`src/rtl/traffic_phase_ctrl.sv`:
```
// Round-robin N-approach signal controller: latched demand, gap-out/max-out
// green termination, skipping of idle approaches and an all-red clearance.
module traffic_phase_ctrl #(
   parameter int NUM_DIR   = 4,
   parameter int GREEN_MIN = 4,
   parameter int GREEN_MAX = 10,
   parameter int YELLOW_T  = 3,
   parameter int ALLRED_T  = 2,
   parameter int CNT_W     = 8,
   localparam int DIR_W    = (NUM_DIR > 1) ? $clog2(NUM_DIR) : 1
) (
   input  logic                 clk,
   input  logic                 reset,
   input  logic [NUM_DIR-1:0]   car_present,
   output logic [2*NUM_DIR-1:0] lights,
   output logic [DIR_W-1:0]     green_dir,
   output logic                 phase_start,
   output logic [NUM_DIR-1:0]   demand
);

   typedef enum logic [1:0] {
      S_GREEN   = 2'd0,
      S_YELLOW  = 2'd1,
      S_ALL_RED = 2'd2
   } state_t;

   localparam logic [1:0] LAMP_RED    = 2'd0;
   localparam logic [1:0] LAMP_GREEN  = 2'd1;
   localparam logic [1:0] LAMP_YELLOW = 2'd2;

   localparam logic [CNT_W-1:0] GMIN_LAST = CNT_W'(GREEN_MIN - 1);
   localparam logic [CNT_W-1:0] GMAX_LAST = CNT_W'(GREEN_MAX - 1);
   localparam logic [CNT_W-1:0] YEL_LAST  = CNT_W'(YELLOW_T - 1);
   localparam logic [CNT_W-1:0] AR_LAST   = CNT_W'(ALLRED_T - 1);

   state_t             state_q, state_d;
   logic [CNT_W-1:0]   cnt_q, cnt_d;
   logic [DIR_W-1:0]   green_dir_q, green_dir_d;
   logic [DIR_W-1:0]   next_dir_q, next_dir_d;
   logic [NUM_DIR-1:0] demand_q, demand_d;
   logic               phase_start_q, phase_start_d;

   logic               other_dem;
   logic [DIR_W-1:0]   scan_dir;
   logic               gap_out, max_out;
   logic               dir_bad, state_bad, recover;
   logic [1:0]         lamp_code;

   always_ff @(posedge clk) begin
      if (reset) begin
         state_q       <= S_GREEN;
         cnt_q         <= '0;
         green_dir_q   <= '0;
         next_dir_q    <= '0;
         demand_q      <= '0;
         phase_start_q <= 1'b0;
      end else begin
         state_q       <= state_d;
         cnt_q         <= cnt_d;
         green_dir_q   <= green_dir_d;
         next_dir_q    <= next_dir_d;
         demand_q      <= demand_d;
         phase_start_q <= phase_start_d;
      end
   end

   // Non-power-of-two NUM_DIR leaves unused green_dir codes; treat them as corruption.
   always_comb begin
      dir_bad = 1'b1;
      for (int j = 0; j < NUM_DIR; j++) begin
         if (green_dir_q == DIR_W'(j)) dir_bad = 1'b0;
      end
   end

   assign state_bad = !(state_q inside {S_GREEN, S_YELLOW, S_ALL_RED});
   assign recover   = dir_bad || state_bad;

   // The approach being served never accumulates demand while it is green.
   always_comb begin
      demand_d = demand_q | car_present;
      for (int j = 0; j < NUM_DIR; j++) begin
         if (state_q == S_GREEN && green_dir_q == DIR_W'(j)) demand_d[j] = 1'b0;
      end
      if (recover) demand_d = '0;
   end

   always_comb begin
      other_dem = 1'b0;
      for (int j = 0; j < NUM_DIR; j++) begin
         if (demand_q[j] && green_dir_q != DIR_W'(j)) other_dem = 1'b1;
      end
   end

   // Descending offset so the nearest demanding approach after green_dir wins.
   always_comb begin
      scan_dir = green_dir_q;
      for (int k = NUM_DIR - 1; k >= 1; k--) begin
         for (int j = 0; j < NUM_DIR; j++) begin
            if (demand_q[j] && ((int'(green_dir_q) + k) % NUM_DIR) == j)
               scan_dir = DIR_W'(j);
         end
      end
   end

   assign gap_out = other_dem && (cnt_q >= GMIN_LAST) && !car_present[green_dir_q];
   assign max_out = other_dem && (cnt_q == GMAX_LAST);

   always_comb begin
      state_d       = state_q;
      cnt_d         = cnt_q;
      green_dir_d   = green_dir_q;
      next_dir_d    = next_dir_q;
      phase_start_d = 1'b0;
      case (state_q)
         S_GREEN: begin
            if (gap_out || max_out) begin
               state_d    = S_YELLOW;
               next_dir_d = scan_dir;
            end
         end
         S_YELLOW: begin
            if (cnt_q == YEL_LAST) state_d = S_ALL_RED;
         end
         S_ALL_RED: begin
            if (cnt_q == AR_LAST) begin
               state_d       = S_GREEN;
               green_dir_d   = next_dir_q;
               phase_start_d = 1'b1;
            end
         end
         default: begin
            state_d     = S_GREEN;
            green_dir_d = '0;
            next_dir_d  = '0;
         end
      endcase

      if (state_d != state_q)
         cnt_d = '0;
      else if (state_q == S_GREEN && cnt_q == GMAX_LAST)
         cnt_d = cnt_q;
      else
         cnt_d = cnt_q + CNT_W'(1);

      if (recover) begin
         state_d       = S_GREEN;
         cnt_d         = '0;
         green_dir_d   = '0;
         next_dir_d    = '0;
         phase_start_d = 1'b0;
      end
   end

   always_comb begin
      lamp_code = LAMP_RED;
      case (state_q)
         S_GREEN:  lamp_code = LAMP_GREEN;
         S_YELLOW: lamp_code = LAMP_YELLOW;
         default:  lamp_code = LAMP_RED;
      endcase
   end

   genvar gi;
   for (gi = 0; gi < NUM_DIR; gi++) begin : g_lamp
      assign lights[2*gi +: 2] = (green_dir_q == DIR_W'(gi)) ? lamp_code : LAMP_RED;
   end

   assign green_dir   = green_dir_q;
   assign phase_start = phase_start_q;
   assign demand      = demand_q;

endmodule

```
`config.mk`:
```
export PLATFORM = sky130hd
export DESIGN_NAME = traffic_phase_ctrl
export DESIGN_NICKNAME = d
export VERILOG_FILES = /design/src/rtl/traffic_phase_ctrl.sv
export SDC_FILE = /design/constraint.sdc
export NUM_CORES = 1
export LEC_CHECK = 0
export CAP_MARGIN = 20
export CORE_UTILIZATION = 30
export CTS_CLUSTER_DIAMETER = 30
export DETAILED_ROUTE_END_ITERATION = 10
export GPL_TIMING_DRIVEN = 0
export MAX_ROUTING_LAYER = met4
export PLACE_DENSITY = 0.59
export REMOVE_ABC_BUFFERS = 1
export SYNTH_ARGS = -nofsm -noshare
export SYNTH_HDL_FRONTEND = slang
export SYNTH_SLANG_ARGS = --single-unit
```
`constraint.sdc`:
```
create_clock -name clk -period 2.8 [get_ports clk]
set_clock_uncertainty 0.2 [all_clocks]
set_input_delay 0.42 -clock clk [delete_from_list [all_inputs] [get_ports clk]]
set_output_delay 0.42 -clock clk [all_outputs]
set_load 0.02 [all_outputs]
```
After elaboration in Yosys (flattened, before gate mapping). Cells that the tools add are included. W data, S select, Z words.

Add/subtract/negate cells: 4. Magnitude comparators: 2. Equal/unequal tests: 23. Multiplexer cells: 36. Bitwise logic cells: 7. Reductions and logical operators: 49.

Operators by type and width (number): $logic_not A32 Y1 (3); $mux W2 (21); $logic_and A1 B1 Y1 (24); $eq A3 B3 Y1 const B (6); $reduce_or A3 Y1 (6); $pmux W2 S2 (3); $reduce_or A2 Y1 (6); $mux W1 (10); $eq A3 B2 Y1 const B (3); $add A8 B1 Y8 const B (1); $eq A8 B1 Y1 const B (1); $eq A8 B2 Y1 const B (1); $eq A8 B4 Y1 const B (1); $ge A8 B2 Y1 const B (1); $eq A2 B2 Y1 const B (3); $ne A2 B2 Y1 const B (3); $pmux W2 S3 (1); $add A2 B2 Y2 const B (2); $eq A2 B1 Y1 const B (2); $logic_not A2 Y1 (2); $ne A2 B1 Y1 const B (2); $or A4 B4 Y4 (1); $reduce_and A2 Y1 (2); $and A1 B1 Y1 const A (3); other kinds (9) (13).

Register bits after elaboration: 19. Output and inout port bits: 15.

Longest topological paths before layout.
Depth in word-level cells: 19. Depth in mapped cells: 7. Gate-level depth less buffers: 7.

Worst setup path after synthesis. Ideal clock, no wire load.

Kind: register to register. Start point: register state_q[1]. End point: register cnt_q[5]. Arrival: 1.910 ns. Required time: 2.465 ns. Setup slack: 0.555 ns. Cell stages (with the launch flop): 8. Path buffers: 0. Period minus slack after synthesis: 2.245 ns. Cells stage by stage: dfxtp_1 > inv_1 > ha_1 > or4b_1 > o22a_1 > a2bb2oi_1 > o22ai_4 > nor3b_2.

Longest elaborated chain between the ends: 5. Elaborated cells between the ends (all ways): 13.

RTL lines: start, declared (line 36) `state_t state_q, state_d;`; start signal, assigned (line 58) `state_q <= state_d;`; branches (longest 5 deep; another with $pmux W2 S3); end signal, assigned (line 59) `cnt_q <= cnt_d;`; end, declared (line 37) `logic [CNT_W-1:0] cnt_q, cnt_d;`.

Parallel ways; which one is timed is not known. A chain may end at the register's enable or synchronous reset.

Final worst setup path.
Start point: register green_dir_q[0], in the netlist green_dir[0]. End point: output lights[3].

Longest elaborated chain between the ends: 2.

RTL lines: start, declared (line 38) `logic [DIR_W-1:0] green_dir_q, green_dir_d;`; start signal, assigned (line 60) `green_dir_q <= green_dir_d;`; $eq A2 B1 Y1 (line 165) `assign lights[2*gi +: 2] = (green_dir_q == DIR_W'(gi)) ? lamp_code : LAMP_RED;`; $mux W2 (line 165); end, declared (line 15) `output logic [2*NUM_DIR-1:0] lights,`.

Every way passes these cells.

==> results_dict.tcl <==
set metrics [dict create \
    p_switching_mw 0.187 \
    synth-xor-area-share_pct 4.01 \
    final_common_cell "clkdlybuf4s50_1" \
    nFillCells 415 \
    cts.clk_slew.worst_paths_ns 0.08 \
    drcViolationCount 0 \
    num_io_pins 21 \
    synth_edf_count 0 \
    syn_inst 147 \
    power.leakage_nw 0.571 \
    gp_congestion 0.771 \
    layout_common_cells "clkdlybuf4s50_1 (20), dfxtp_1 (18), inv_1 (9), nor2_1 (9), ha_1 (9)" \
    synth.distinct_cells 45 \
    synth-simple-area-share_pct 28.6 \
    comb_power_share_pct 21.0 \
    ys_seq_elements 19 \
    cts_setup_buffers 0 \
    vias 1155 \
    ys_seq_area_share_pct 29.0 \
    synth_top_cell_area_share_pct 29.0 \
    die_w_um 68.1 \
    yosys.area_share.adder_pct 8.59 \
    rsz0062_at_grt "no" \
    synthTopCellsByArea "dfxtp_1 (29%), ha_1 (8.6%), nor3_2 (3.1%), and2_1 (2.9%), a21oi_1 (2.7%)" \
    htree_num_levels 1 \
    synthArstFlopShare_pct 0 \
    track_usage_pct 15.4 \
    post_drt_via_cell_ratio 5.37 \
    synth_compound_area_share_pct 20.9 \
    syn_avg_cell_area_um2 8.92 \
    synth_top_cell_by_area "dfxtp_1" \
    root_buffer "clkbuf_8" \
    diodes 0 \
    p_seq_share_pct 47.4 \
    grt_pass1_vias 1160 \
    setup_viol 0 \
    gr-total-overflow 0 \
    pwr-share-clk_pct 31.5 \
    hold_class "reg -> reg" \
    start_util_pct 32.1 \
    p_int_mw 0.440 \
    fin_util_pct 38.9 \
    run_status "finished, final reports clean" \
    numClockSinks 19 \
    grt_pass1_wl_mm 5.18 \
    cts_tree "built" \
    wirelength_mm 3.18 \
    cts_buffers 3 \
    chipHeight_um 68.1 \
    hold_slack_ns 0.309 \
    syn_to_final_growth_pct 21.3 \
    arrival_ns 1.94 \
    synth_mux_area_share_pct 4.01 \
    antenna_left 0 \
    post_drt_wl_per_cell_um 14.8 \
    ir_worst_vdd_mv 0.292 \
    clk_latency_ns 0.26 \
    synth_area_um2 1310 \
    start_kind "register" \
    core_um2 4090 \
    finalMaxSlewViolations 0 \
    post-route-min-period_ns 2.56 \
    yosys_warnings 0 \
    hold_viol 0 \
    max_slew_margin_pct 67.7 \
    drive_gt1_share_pct 13.3 \
    drt_iter0_markers 25 \
    port_buffers 20 \
    finalSetupTns_ns 0 \
    row_count 23 \
    cp-end-kind "output pin" \
    design.die.area_um2 4640 \
    clockBufferDepth 2 \
    power_density_nw_per_um2 394 \
    antenna_found_initial 0 \
    worstPathRequired_ns 2.18 \
    max_freq_ghz 0.391 \
    maxCapViolations 0 \
    synthFlopType "dfxtp_1" \
    criticalPathCategory "reg -> out" \
    grt_max_degree 17 \
    synth_top_family_by_area "simple AND/OR/NAND/NOR gates" \
    tightest_slew_ns 0.484 \
    fin_crit_sh_pct 91.3 \
    switching_share_pct 29.8 \
    dr.pass1.iters 4 \
    nNetsFinal 181 \
    cp_max_fo 13 \
    hpwlAfterDp_mm 2.44 \
]
## worst paths after layout
kind         cells after the start            end  slack, ns           from
min                              2  next_dir_q[0]       0.31  next_dir_q[0]
min reg2reg                      2  next_dir_q[0]       0.31  next_dir_q[0]
max reg2reg                      7       cnt_q[4]       0.33     state_q[1]
max                              3      lights[3]       0.24   green_dir[0]
## repair_timing
item	in CTS	in global routing
hold endpoints to repair	0	0
endpoints found under the setup margin	0	1
hold buffers	0	0
resized for setup	0	1
## registers in the layout, indices dropped and copies added (netlist names)
name / cells
cnt_q: 8
demand: 4
green_dir: 2
next_dir_q: 2
phase_start: 1
state_q: 2
## synth_stat cells, types with 4 or more instances
library cell   n
and2_1         6
nor2_1         9
a21oi_1        7
nor3_1         6
o21ai_0        7
inv_1          9
nor3_2         4
dfxtp_1       19
nand2_1        8
clkbuf_1       5
nor2b_1        4
and3_1         4
ha_1           9
nand3_1        7
## power groups by stage
| stage | clock [mW] | combinational (mW) | sequential, mW |
|---|---|---|---|
| after floorplan | 0 | 0.0902 | 0.304 |
| after global placement | 0 | 0.128 | 0.303 |
| after detailed placement | 0 | 0.132 | 0.304 |
| after CTS | 0.211 | 0.133 | 0.297 |
| after global routing | 0.218 | 0.147 | 0.300 |
| final | 0.198 | 0.132 | 0.297 |
## through the flow
| stage | setup slack (ns) | instance area [um^2] | total power, mW | std cells |
|---|---|---|---|---|
| floorplan | 0.551 | 1280 | 0.394 | 141 |
| global placement | 0.328 | 1540 | 0.430 | 211 |
| detailed placement | 0.298 | 1540 | 0.436 | 211 |
| CTS | 0.0918 | 1590 | 0.641 | 215 |
| global route | 0.0554 | 1590 | 0.665 | 215 |
| finish | 0.245 | 1590 | 0.627 | 215 |
## kinds of logic after synthesis
| kind of cell | after synthesis |
|---|---|
| DFF | 19 |
| and+or+nand+nor | 62 |
| adders and majority gates | 9 |
| muxes | 4 |
| xor gates and xnor gates | 6 |
| AOI/OAI and AO/OA | 32 |
| buffers and inverters | 15 |
## critical path, cell delays in order, from the launching register on
cell,delay [ns]
dfxtp_1,0.57
nor2b_1,0.33
and2_1,0.17
clkdlybuf4s50_1,0.60
## layout make-up
| class | count | area (um^2) | share of cell area (%) |
|---|---|---|---|
| clock buffer | 4 | 45.0 | 2.83 |
| multi-input combinational | 113 | 867 | 54.5 |
| timing repair buffer | 20 | 200 | 12.6 |
| tap | 50 | 62.6 | 3.93 |
| sequential | 19 | 382 | 24.0 |
| inverter | 9 | 33.8 | 2.12 |
## routing by layer
metal,GRT usage [%],part of all wire [%],vias to the layer above
li1,-,-,568
met3,4.00,5.4,4
met4,3.65,0.94,0
met5,-,0,-
met2,28.9,50,33
met1,15.8,43,550
Note: power is estimated with default switching activity, not from simulation.
